`src/rtl/write_back.sv`:
```
// Final pipeline stage: retires execute's registered bundle into the register file,
// flags and memory, holding execute while an upper-half write or a store is outstanding.
module write_back #(
  parameter int WIDTH       = 32,
  parameter int REG_BITS    = 5,
  parameter int COUNT_WIDTH = 32
) (
  input  logic                   clock,
  input  logic                   reset_n,
  input  logic                   in_valid,
  input  logic [WIDTH-1:0]       in_pc,
  input  logic [REG_BITS-1:0]    in_destination_register,
  input  logic                   in_is_writing_memory,
  input  logic [3:0]             in_flags,
  input  logic [WIDTH-1:0]       in_destination_value,
  input  logic                   in_has_upper_value,
  input  logic [WIDTH-1:0]       in_upper_value,
  input  logic [WIDTH-1:0]       in_adjustment_value,
  input  logic                   in_has_flushed,
  output logic                   in_hold,
  output logic [REG_BITS-1:0]    rd_index,
  input  logic [WIDTH-1:0]       rd_value,
  output logic                   reg_we,
  output logic [REG_BITS-1:0]    reg_index,
  output logic [WIDTH-1:0]       reg_value,
  output logic                   flags_we,
  output logic [3:0]             flags_value,
  output logic                   mem_req,
  output logic [WIDTH-1:0]       mem_address,
  output logic [WIDTH-1:0]       mem_data,
  input  logic                   mem_ack,
  output logic                   flushed,
  output logic [COUNT_WIDTH-1:0] retired_count
);

  typedef enum logic [1:0] {IDLE, UPPER, MEM_WAIT} state_t;

  state_t                 state, state_next;
  logic [REG_BITS-1:0]    upper_index, upper_index_next;
  logic [WIDTH-1:0]       upper_value, upper_value_next;
  logic                   reg_we_next, flags_we_next, mem_req_next, flushed_next, retire;
  logic [REG_BITS-1:0]    reg_index_next;
  logic [WIDTH-1:0]       reg_value_next, mem_address_next, mem_data_next;
  logic [3:0]             flags_value_next;

  // The pc travels with the bundle but nothing is retired from it.
  logic unused_pc;
  assign unused_pc = ^in_pc;

  assign in_hold  = (state != IDLE);
  assign rd_index = in_destination_register;

  always_comb begin
    state_next       = state;
    upper_index_next = upper_index;
    upper_value_next = upper_value;
    reg_we_next      = 1'b0;
    reg_index_next   = reg_index;
    reg_value_next   = reg_value;
    flags_we_next    = 1'b0;
    flags_value_next = flags_value;
    mem_req_next     = mem_req;
    mem_address_next = mem_address;
    mem_data_next    = mem_data;
    flushed_next     = flushed;
    retire           = 1'b0;
    case (state)
      IDLE: begin
        flushed_next = in_has_flushed;
        if (in_valid) begin
          if (in_is_writing_memory) begin
            // Rd==0 marks a cancelled conditional store: it still retires.
            if (in_destination_register != '0) begin
              mem_req_next     = 1'b1;
              mem_address_next = rd_value + in_adjustment_value;
              mem_data_next    = in_destination_value;
              state_next       = MEM_WAIT;
            end else begin
              retire = 1'b1;
            end
          end else begin
            reg_we_next      = (in_destination_register != '0);
            reg_index_next   = in_destination_register;
            reg_value_next   = in_destination_value;
            flags_we_next    = 1'b1;
            flags_value_next = in_flags;
            if (in_has_upper_value) begin
              upper_index_next = in_destination_register + REG_BITS'(1);
              upper_value_next = in_upper_value;
              state_next       = UPPER;
            end else begin
              retire = 1'b1;
            end
          end
        end
      end
      UPPER: begin
        reg_we_next    = (upper_index != '0);
        reg_index_next = upper_index;
        reg_value_next = upper_value;
        retire         = 1'b1;
        state_next     = IDLE;
      end
      MEM_WAIT: begin
        if (mem_ack) begin
          mem_req_next = 1'b0;
          retire       = 1'b1;
          state_next   = IDLE;
        end
      end
      default: state_next = IDLE;
    endcase
  end

  always_ff @(posedge clock or negedge reset_n) begin
    if (!reset_n) begin
      state         <= IDLE;
      upper_index   <= '0;
      upper_value   <= '0;
      reg_we        <= 1'b0;
      reg_index     <= '0;
      reg_value     <= '0;
      flags_we      <= 1'b0;
      flags_value   <= '0;
      mem_req       <= 1'b0;
      mem_address   <= '0;
      mem_data      <= '0;
      flushed       <= 1'b0;
      retired_count <= '0;
    end else begin
      state         <= state_next;
      upper_index   <= upper_index_next;
      upper_value   <= upper_value_next;
      reg_we        <= reg_we_next;
      reg_index     <= reg_index_next;
      reg_value     <= reg_value_next;
      flags_we      <= flags_we_next;
      flags_value   <= flags_value_next;
      mem_req       <= mem_req_next;
      mem_address   <= mem_address_next;
      mem_data      <= mem_data_next;
      flushed       <= flushed_next;
      retired_count <= retired_count + COUNT_WIDTH'(retire);
    end
  end

endmodule
```
`config.mk`:
```
export PLATFORM = sky130hd
export DESIGN_NAME = write_back
export DESIGN_NICKNAME = d
export VERILOG_FILES = /design/src/rtl/write_back.sv
export SDC_FILE = /design/constraint.sdc
export NUM_CORES = 1
export LEC_CHECK = 0
export CORE_MARGIN = 2
export CORE_UTILIZATION = 49
export DETAILED_ROUTE_END_ITERATION = 10
export HOLD_SLACK_MARGIN = 0.05
export PLACE_DENSITY = 0.95
export SYNTH_ARGS = -nofsm -noshare
export SYNTH_HDL_FRONTEND = slang
export SYNTH_SLANG_ARGS = --single-unit
```
`constraint.sdc`:
```
create_clock -name clock -period 3.3 [get_ports clock]
set_input_delay 0.66 -clock clock [delete_from_list [all_inputs] [get_ports clock]]
set_output_delay 0.66 -clock clock [all_outputs]
set_load 0.1 [all_outputs]
```
==> results of run 1 <==
[what timing repair did]
| item | 4_1_cts | 5_1_grt |
|---|---|---|
| buffers inserted | 0 | 3 |
| gates cloned | 0 | 0 |
| setup endpoints to repair | 7 | 7 |
| gates resized for setup | 2 | 13 |
| pin swaps | 1 | 6 |
[registers in the layout, summed over array words and instances (netlist names)]
| signal | cells |
|---|---|
| state | 2 |
| mem_req | 1 |
| retired_count | 32 |
| flags_value | 4 |
| reg_index | 5 |
| reg_we | 1 |
| upper_value | 32 |
| reg_value | 32 |
| flags_we | 1 |
| mem_address | 32 |
| flushed | 1 |
| upper_index | 5 |
| mem_data | 32 |
[how the worst max path moves through the flow]
stage,startpoint,end,depth (start not counted)
after floorplan,in_destination_register[0],retired_count[18],13
after global placement,in_destination_register[0],retired_count[31],14
after detailed placement,in_destination_register[0],retired_count[31],14
after CTS,in_destination_register[0],retired_count[31],14
after global routing,in_destination_register[3],retired_count[26],13
final,in_destination_register[3],retired_count[18],14
[cells in the final DEF (no fill, tap or decap), types with 4 or more instances in the layout]
cell	synthesis	final
a21o_1	8	8
a21oi_1	34	32
and2_1	5	4
and3_1	9	8
buf_4	5	185
clkbuf_16	0	17
clkdlybuf4s50_1	0	140
dfrtp_1	180	180
ha_1	36	33
inv_1	17	17
inv_8	0	6
mux2_2	8	8
mux2i_1	38	37
nand2_1	299	299
nand3_1	16	15
nand4_1	14	14
nor2_1	21	19
o211ai_1	4	4
o21ai_0	81	81
xnor2_1	35	35
xor2_1	22	22
[area by class of cell]
type	count	area share [%]
Clock inverter	14	1.49
Timing Repair Buffer	331	23.1
Clock buffer	18	3.52
Tap cell	229	2.29
Multi-Input combinational cell	688	32.9
Inverter	18	0.541
Sequential cell	180	36.1
[cell families (layout without fill, tap and decap cells)]
kind of cell | count (synthesis) | count (layout) | synth area share (%)
simple gates | 389 | 389 | 18.6
mux | 46 | 46 | 5.35
xor+xnor | 57 | 57 | 5.67
fa+ha+maj | 37 | 37 | 5.35
compound gates | 159 | 159 | 10.9
flops | 180 | 180 | 51.2
buf+inv | 59 | 381 | 2.97
[where the power goes]
part / total [mW] / internal [mW] / switching [mW] / leakage [nW]
Sequential: 3.10 / 2.73 / 0.361 / 2.26
Clock: 2.14 / 1.18 / 0.961 / 0.305
Combinational: 5.17 / 1.14 / 4.03 / 3.44
[critical path, stage by stage]
cell,delay (ns)
clkdlybuf4s50_1,0.48
or4b_4,0.59
mux2i_4,0.17
a21oi_2,0.08
a21oi_2,0.17
ha_2,0.19
ha_2,0.17
nand3_2,0.07
nor3_2,0.15
buf_4,0.15
buf_4,0.10
and3_1,0.20
nand3_1,0.11
xnor2_1,0.14
[metrics by stage]
stage / util, % / TNS, ns / hold WS (ns)
floorplan: - / 0 / 0.364
global placement: 66.3 / -4.78 / 0.455
detailed placement: 66.3 / -8.25 / 0.462
CTS: 69.8 / 0 / 0.268
global route: 70.2 / 0 / 0.299
finish: 70.2 / 0 / 0.263
[layer usage]
metal	part of all wire [%]	GRT usage, %	vias to the layer above	wire length (µm)
met5	0	0	-	0
met4	4.1	12.2	0	1070
met3	9.0	7.72	70	2340
met2	49	45.0	411	12700
met1	38	32.8	3884	9830
li1	-	-	3749	-
==> impl_metrics.csv, run 1 <==
group,metric,value,unit
finish,seqCellArea,4500,µm²
finish,final_area,12500,µm²
detailed_routing,initialDrtViolationCount,368,
sta,period_minus_slack,3.14,ns
place,dp_worst_setup_slack,-0.574,ns
logic_synthesis,ys_seq_elements,180,
setup_path,r2r-end,"retired_count[16]",
floorplanning,placementRows,49,
setup_path,r2r_cells,13,
detailed_routing,wl_per_cell,17.6,µm
finish,nets,1449,
logic_synthesis,synth_top_cells_by_count,"nand2_1 (299), dfrtp_1 (180), o21ai_0 (81)",
sta,finalHoldViolCount,0,
setup_path,crit_path_max_fanout,4,
finish,multi_input_area,4110,µm²
logic_synthesis,synth_top_area_share,51.2,%
sta,finClkSkew,0.00896,ns
detailed_routing,vias,8114,
clock_tree,clock_path_buffers,2,
min_path,hold_path_class,"input port to asynchronous set/reset pin",
place,dp_hpwl,19100,µm
logic_synthesis,synth_nets,1140,
clock_tree,cts_tree,"built",
logic_synthesis,async_flop_share,100,%
sta,worst_slew_pin_slew,0.664,ns
power_and_ir_drop,powerDensity,833,nW/µm²
global_route,grt_usage,27.0,%
finish,fillers,1263,
logic_synthesis,ys_types,58,
power_and_ir_drop,p_total,10.4,mW
detailed_routing,drt_wl_total,25900,µm
floorplanning,dieArea,19000,µm²
sta,maxSlewViolCount,0,
clock_tree,ctsHoldBuffers,0,
setup_path,crit_type,"input port to flop",
logic_synthesis,synthCells,927,
status,status,"finished clean",
place,place.gp.congestion,0.860,
logic_synthesis,synth-edff-count,0,
detailed_routing,drt-pass1-iter-count,5,
setup_path,worst_ep_arrival_time,3.45,ns
setup_path,worstReg2RegStart,"state[1]",
logic_synthesis,synth.most_common_cell,"nand2_1",
logic_synthesis,yosys_warnings,0,
place,io_buffer_count,290,
place,dpl_cell_area,11800,µm²
floorplanning,start_util,49.5,%
clock_tree,cts.clk_slew.worst_paths,0.07,ns
setup_path,r2r_slack,0.77,ns
floorplanning,die_h,138,µm
clock_tree,cts_buffers,17,
setup_path,end_kind,"flop",
clock_tree,cts_root_buf,"clkbuf_16",
finish,layout-drive-gt1-share,20.5,%
finish,area_growth,41.9,%
sta,rsz0062_at_grt,"no",
global_route,grt_first_pass_wirelength,41700,µm
setup_path,critPathLaunchType,"input port",
global_route,antenna_found_initial,0,
logic_synthesis,synth.avg_cell_area,9.49,µm²
place,placedCellCount,1443,
logic_synthesis,yosysSeqAreaShare,51.2,%
sta,setup_ws,0.159,ns
power_and_ir_drop,vdd_drop_max,541,µV
floorplanning,ios,323,
global_route,grt_pass1_vias,8150,
floorplanning,die_w,138,µm
clock_tree,cts_sinks,180,
power_and_ir_drop,p_leak,6.01,nW
job,drv_cap,0,
finish,final_cells,1478,
detailed_routing,drc,0,
clock_tree,htreeDepth,4,
detailed_routing,postRouteAntennaNets,0,
floorplanning,coreArea,17800,µm²
logic_synthesis,synth_area_leaders,"dfrtp_1 (51%), nand2_1 (13%), ha_1 (5.1%)",
sta,fmax,318,MHz
finish,diodes,0,
clock_tree,clk_latency,0.43,ns
global_route,grt_max_degree,75,
logic_synthesis,synth_area_leader_cell,"dfrtp_1",
sta,finalCritPeriodShare,95.2,%
logic_synthesis,netlist_area,8800,µm²
logic_synthesis,ys.flop_type,"dfrtp_1",
global_route,grt-ovfl-total,0,
detailed_routing,avgViaCountPerCell,5.49,
sta,relSlewSlack,55.7,%
sta,setup_viol,0,
setup_path,required,3.61,ns
Power figures use the tool's default switching activity.
==> run 2, diff against run 1 <==
--- a/config.mk
+++ b/config.mk
@@ -5,7 +5,6 @@
 export SDC_FILE = /design/constraint.sdc
 export NUM_CORES = 1
 export LEC_CHECK = 0
-export CORE_MARGIN = 2
 export CORE_UTILIZATION = 49
 export DETAILED_ROUTE_END_ITERATION = 10
 export HOLD_SLACK_MARGIN = 0.05
==> run 2 against run 1 <==
Net effect:
- sequential power about the same
- clock skew up 0.0019 ns
- highest routed layer unchanged
- worst hold slack got worse by 0.030 ns
==> impl_metrics.csv, run 2 (synthesis results as in run 1) <==
group,metric,value,unit
power_and_ir_drop,vdd_drop_max,727,µV
global_route,grt_pass1_vias,8001,
setup_path,crit_path_max_fanout,4,
sta,worst_slew_pin_slew,0.900,ns
clock_tree,cts.clk_slew.worst_paths,0.07,ns
finish,final_common_cell,"nand2_1",
clock_tree,cts_sinks,180,
setup_path,end_kind,"flop",
setup_path,r2r-end,"retired_count[24]",
global_route,antenna_found_initial,1,
finish,nets,1446,
setup_path,required,3.60,ns
detailed_routing,drt-pass1-iter-count,5,
setup_path,critPathLaunchType,"input port",
sta,finClkSkew,0.0109,ns
clock_tree,clk_latency,0.43,ns
place,io_buffer_count,290,
power_and_ir_drop,clkPwrFrac,20.2,%
finish,area_growth,41.1,%
power_and_ir_drop,seqPwrFrac,29.9,%
detailed_routing,postRouteAntennaNets,0,
place,place.gp.congestion,0.890,
setup_path,r2r_slack,0.77,ns
sta,finalHoldViolCount,0,
floorplanning,placementRows,48,
place,dpl_cell_area,11800,µm²
sta,fmax,313,MHz
global_route,grt_first_pass_wirelength,39400,µm
finish,final_area,12400,µm²
status,status,"finished clean",
sta,maxSlewViolCount,0,
setup_path,worstReg2RegStart,"state[1]",
floorplanning,dieArea,18500,µm²
job,drv_cap,0,
floorplanning,start_util,50.5,%
setup_path,path_common_cell,"buf_4",
setup_path,crit_slowest_cell,"or4b_4",
sta,setup_viol,0,
floorplanning,die_w,136,µm
finish,final_cell_mix,"nand2_1 (299), buf_4 (181), dfrtp_1 (180), clkdlybuf4s50_1 (140), o21ai_0 (81)",
floorplanning,ios,323,
finish,layout-drive-gt1-share,19.5,%
min_path,hold_path_class,"input port to asynchronous set/reset pin",
global_route,grt_usage,27.6,%
detailed_routing,avgViaCountPerCell,5.41,
clock_tree,clock_path_buffers,2,
clock_tree,cts_tree,"built",
place,dp_worst_setup_slack,-0.522,ns
global_route,grt_max_degree,79,
power_and_ir_drop,switchingPower,5.27,mW
power_and_ir_drop,p_leak,5.99,nW
setup_path,cp_cell_sequence,"clkdlybuf4s50_1 -> or4b_4 -> mux2i_1 -> a21oi_1 -> a21oi_2 -> ha_2 -> ha_4 -> nand3_1 -> nor3_1 -> buf_4 -> nand4_1 -> buf_4 -> xnor2_1",
clock_tree,ctsHoldBuffers,0,
setup_path,crit_type,"input port to flop",
setup_path,worst_ep_arrival_time,3.50,ns
power_and_ir_drop,swShare,50.9,%
sta,period_minus_slack,3.19,ns
setup_path,crit_buf_inv,3,
power_and_ir_drop,powerDensity,833,nW/µm²
detailed_routing,initialDrtViolationCount,434,
setup_path,r2r_cells,12,
power_and_ir_drop,p_int,5.07,mW
detailed_routing,drc,0,
sta,setup_ws,0.107,ns
floorplanning,coreArea,17400,µm²
setup_path,critPathMaxStageDelay,0.57,ns
detailed_routing,wl_per_cell,17.1,µm
power_and_ir_drop,comb_power_share,49.9,%
setup_path,cp_top_family,"simple AND/OR/NAND/NOR gates",
clock_tree,cts_buffers,17,
global_route,grt-ovfl-total,0,
clock_tree,htreeDepth,4,
sta,relSlewSlack,39.9,%
clock_tree,cts_root_buf,"clkbuf_16",
floorplanning,die_h,136,µm
sta,finalCritPeriodShare,96.7,%
detailed_routing,vias,7954,
place,dp_hpwl,18500,µm
finish,fillers,1225,
detailed_routing,drt_wl_total,25200,µm
run 2: cell types whose count changed in the layout (fill, tap and decap cells not counted), sizes merged:
cell    change
clkinv      -3
buf         -3
bufinv      +1
diode       +1
run 2: per-stage QoR:
step	power (mW)	util [%]	hold WS (ns)	setup TNS [ns]	instances
after floorplan	6.92	-	0.364	0	927
after global placement	8.16	67.6	0.457	-4.28	1437
after detailed placement	8.26	67.6	0.463	-8.21	1437
after CTS	10.4	71.1	0.266	0	1467
after global routing	10.7	71.3	0.255	-0.0707	1470
final	10.3	71.3	0.232	0	1470
run 2: timing repair:
item	in CTS	in global routing
cloned	0	0
setup endpoints to repair	7	7
setup buffers	0	2
pin swaps	0	5
resized for setup	2	6
run 2: worst max path at each step:
stage                   endpoint                       start  slack, ns  cells after the start
2_1_floorplan  retired_count[18]  in_destination_register[0]       0.02                     13
3_3_place_gp   retired_count[31]  in_destination_register[0]      -0.36                     14
3_5_place_dp   retired_count[26]  in_destination_register[0]      -0.52                     15
4_1_cts        retired_count[26]  in_destination_register[0]       0.04                     15
5_1_grt        retired_count[26]  in_destination_register[3]      -0.03                     13
6_report       retired_count[24]  in_destination_register[3]       0.11                     13
run 2: worst reg2reg max path, delay by kind of cell, from the launching register on:
| kind | cells | cell delay, ns |
|---|---|---|
| flip-flops | 1 | 0.51 |
| XOR/XNOR | 1 | 0.11 |
| AND/OR/NAND/NOR | 4 | 0.60 |
| buffers and inverters | 3 | 0.58 |
| adder cells (fa/ha/maj) | 2 | 0.37 |
| AO/OA/AOI/OAI | 2 | 0.25 |
run 2: final cells by class:
type                       instances  area [µm²]  share of cell area [%]
inverter                          18        67.6                   0.544
clock inverter                    12         169                    1.36
multi-input combinational        688        4090                    32.9
tap                              225         282                    2.27
sequential                       180        4500                    36.3
antenna                            1        2.50                  0.0201
timing repair buffer             328        2880                    23.2
clock buffer                      18         429                    3.46
run 2: power by group through the flow:
stage,Sequential (mW),Clock [mW],Combinational (mW)
after floorplan,6.10,0,0.824
after global placement,3.09,0,5.07
after detailed placement,3.11,0,5.15
after CTS,3.08,2.13,5.16
after global routing,3.15,2.21,5.35
final,3.09,2.09,5.16
run 2: metal layers:
metal	routed length, µm	vias to the layer above	track usage, %
li1	-	3743	-
met1	9810	3790	32.5
met2	12400	360	46.2
met3	2130	61	8.17
met4	851	0	12.9
met5	0	-	0
==> run 3, diff against run 2 <==
==> constraint.sdc (replaced) <==
create_clock -name clock -period 3.3 [get_ports clock]
set_input_delay 0.495 -clock clock [delete_from_list [all_inputs] [get_ports clock]]
set_output_delay 0.495 -clock clock [all_outputs]
set_load 0.1 [all_outputs]
==> run 3 against run 2 <==
Net effect:
- sequential share of layout area shrank 0.55 points
- critical endpoint is now retired_count[28]
- critical path type unchanged
- setup slack gained 0.059 ns
- final area grew 1.6%
- die area is the same
- first-iteration DRC count shrank 11%
- core utilization grew 1.1 points
- maximum frequency grew 1.9%
- routed wire length grew 4.2%
- critical path depth grew 2
- global-route usage grew 1.1 points
==> impl_metrics.csv, run 3 (synthesis results as in run 1) <==
group,metric,value,unit
detailed_routing,initialDrtViolationCount,386,
global_route,grt_max_degree,75,
place,dp_hpwl,19100,µm
global_route,grt_usage,28.7,%
clock_tree,clock_path_buffers,2,
setup_path,critPathLaunchType,"input port",
sta,finClkSkew,0.0130,ns
clock_tree,cts_root_buf,"clkbuf_16",
setup_path,required,3.65,ns
floorplanning,dieArea,18500,µm²
min_path,hold_path_class,"input port to asynchronous set/reset pin",
detailed_routing,vias,8031,
global_route,grt-ovfl-total,0,
finish,diodes,0,
setup_path,cp.depth,15,
clock_tree,clk_latency,0.43,ns
setup_path,r2r_slack,0.81,ns
setup_path,worst_ep_arrival_time,3.48,ns
detailed_routing,postRouteAntennaNets,0,
setup_path,crit_buf_inv,3,
setup_path,r2r-end,"retired_count[28]",
setup_path,cp_cell_sequence,"clkdlybuf4s50_1 -> inv_1 -> ha_1 -> or4b_1 -> mux2i_1 -> a21oi_1 -> a21oi_2 -> ha_1 -> ha_1 -> nand3_1 -> nor3_1 -> buf_4 -> nand4_1 -> nor2_1 -> xor2_1",
floorplanning,die_w,136,µm
clock_tree,ctsHoldBuffers,0,
sta,period_minus_slack,3.13,ns
detailed_routing,avgViaCountPerCell,5.50,
clock_tree,cts_buffers,17,
floorplanning,ios,323,
sta,worst_slew_pin_slew,1.02,ns
place,place.gp.congestion,0.879,
setup_path,r2r_cells,12,
power_and_ir_drop,powerDensity,826,nW/µm²
finish,seqCellArea,4500,µm²
sta,setup_viol,0,
clock_tree,cts_tree,"built",
clock_tree,cts_sinks,180,
setup_path,critPathMaxStageDelay,0.53,ns
floorplanning,coreArea,17400,µm²
finish,final_common_cell,"nand2_1",
floorplanning,die_h,136,µm
place,placedCellCount,1428,
floorplanning,start_util,50.5,%
finish,final_cells,1461,
finish,final_cell_mix,"nand2_1 (299), clkdlybuf4s50_1 (263), dfrtp_1 (180), o21ai_0 (81), buf_4 (50)",
detailed_routing,wl_per_cell,18.0,µm
setup_path,cp_top_family,"simple AND/OR/NAND/NOR gates",
finish,nets,1436,
detailed_routing,drt_wl_total,26300,µm
setup_path,crit_slowest_cell,"or4b_1",
power_and_ir_drop,vdd_drop_max,672,µV
job,drv_cap,0,
sta,finalCritPeriodShare,95.0,%
setup_path,end_kind,"flop",
setup_path,crit_end,"retired_count[28]",
clock_tree,htreeDepth,4,
power_and_ir_drop,p_leak,5.75,nW
global_route,antenna_found_initial,0,
sta,finalHoldViolCount,0,
setup_path,critPathLaunch,"in_destination_register[0]",
sta,relSlewSlack,31.7,%
detailed_routing,drc,0,
clock_tree,cts.clk_slew.worst_paths,0.07,ns
sta,maxSlewViolCount,0,
sta,tns,0,ns
status,status,"finished clean",
setup_path,crit_path_max_fanout,4,
sta,fmax,319,MHz
detailed_routing,drt-pass1-iter-count,4,
finish,multi_input_area,4070,µm²
finish,area_growth,43.3,%
finish,fillers,1202,
floorplanning,placementRows,48,
setup_path,crit_type,"input port to flop",
setup_path,path_common_cell,"ha_1",
setup_path,worstReg2RegStart,"state[1]",
finish,layout-drive-gt1-share,8.98,%
global_route,grt_first_pass_wirelength,40600,µm
global_route,grt_pass1_vias,7934,
place,io_buffer_count,290,
## run 3: changes by cell type in the layout (fill, tap and decap cells not counted), sizes merged
cell | before | now
buf | 185 | 54
bufinv | 3 | 1
clkbuf | 19 | 18
clkdlybuf4s50 | 140 | 263
clkinv | 1 | 4
clkinvlp | 1 | 4
diode | 1 | 0
dlymetal6s2s | 2 | 0
inv | 25 | 24
## run 3: how the worst min path moves through the flow
stage                            endpoint  slack [ns]  cells past startpoint
after global placement      reg_value[12]        0.46                      2
after floorplan            flags_value[0]        0.20                      0
after detailed placement     mem_data[19]        0.46                      2
final                     mem_address[12]        0.08                      1
after CTS                 mem_address[18]        0.08                      1
after global routing      mem_address[18]        0.12                      1
## run 3: final cells by class
| type | instances | share of cell area (%) |
|---|---|---|
| Tap cell | 225 | 2.23 |
| Clock buffer | 17 | 3.37 |
| Multi-Input combinational cell | 688 | 32.2 |
| Inverter | 18 | 0.536 |
| Sequential cell | 180 | 35.7 |
| Timing Repair Buffer | 318 | 24.6 |
| Clock inverter | 15 | 1.32 |
## run 3: metal layers
layer	vias to the layer above	wire length, µm	track usage, %
met1	3910	10500	34.7
li1	3721	-	-
met5	-	0	0
met4	0	674	11.6
met2	356	13000	49.5
met3	44	2110	6.30
## run 3: report_power, final
group	switching (mW)	internal (mW)	leakage [nW]	total [mW]
Sequential	0.358	2.73	2.26	3.09
Combinational	4.05	1.24	3.20	5.29
Clock	0.959	1.07	0.278	2.03
Total	5.36	5.05	5.75	10.4
## run 3: through the flow
stage	util [%]	setup slack, ns	hold WS [ns]	cell area [µm²]	total power [mW]
after floorplan	-	0.163	0.199	8800	6.92
after global placement	68.9	-0.230	0.457	12000	8.28
after detailed placement	68.9	-0.359	0.461	12000	8.39
after CTS	72.3	0.00662	0.0815	12600	10.4
after global routing	72.4	-0.0361	0.120	12600	10.8
final	72.4	0.166	0.0775	12600	10.4
## run 3: repair_timing
item	in CTS	in global routing
resized for setup	0	2
setup buffers	0	1
endpoints found under the setup margin	0	8
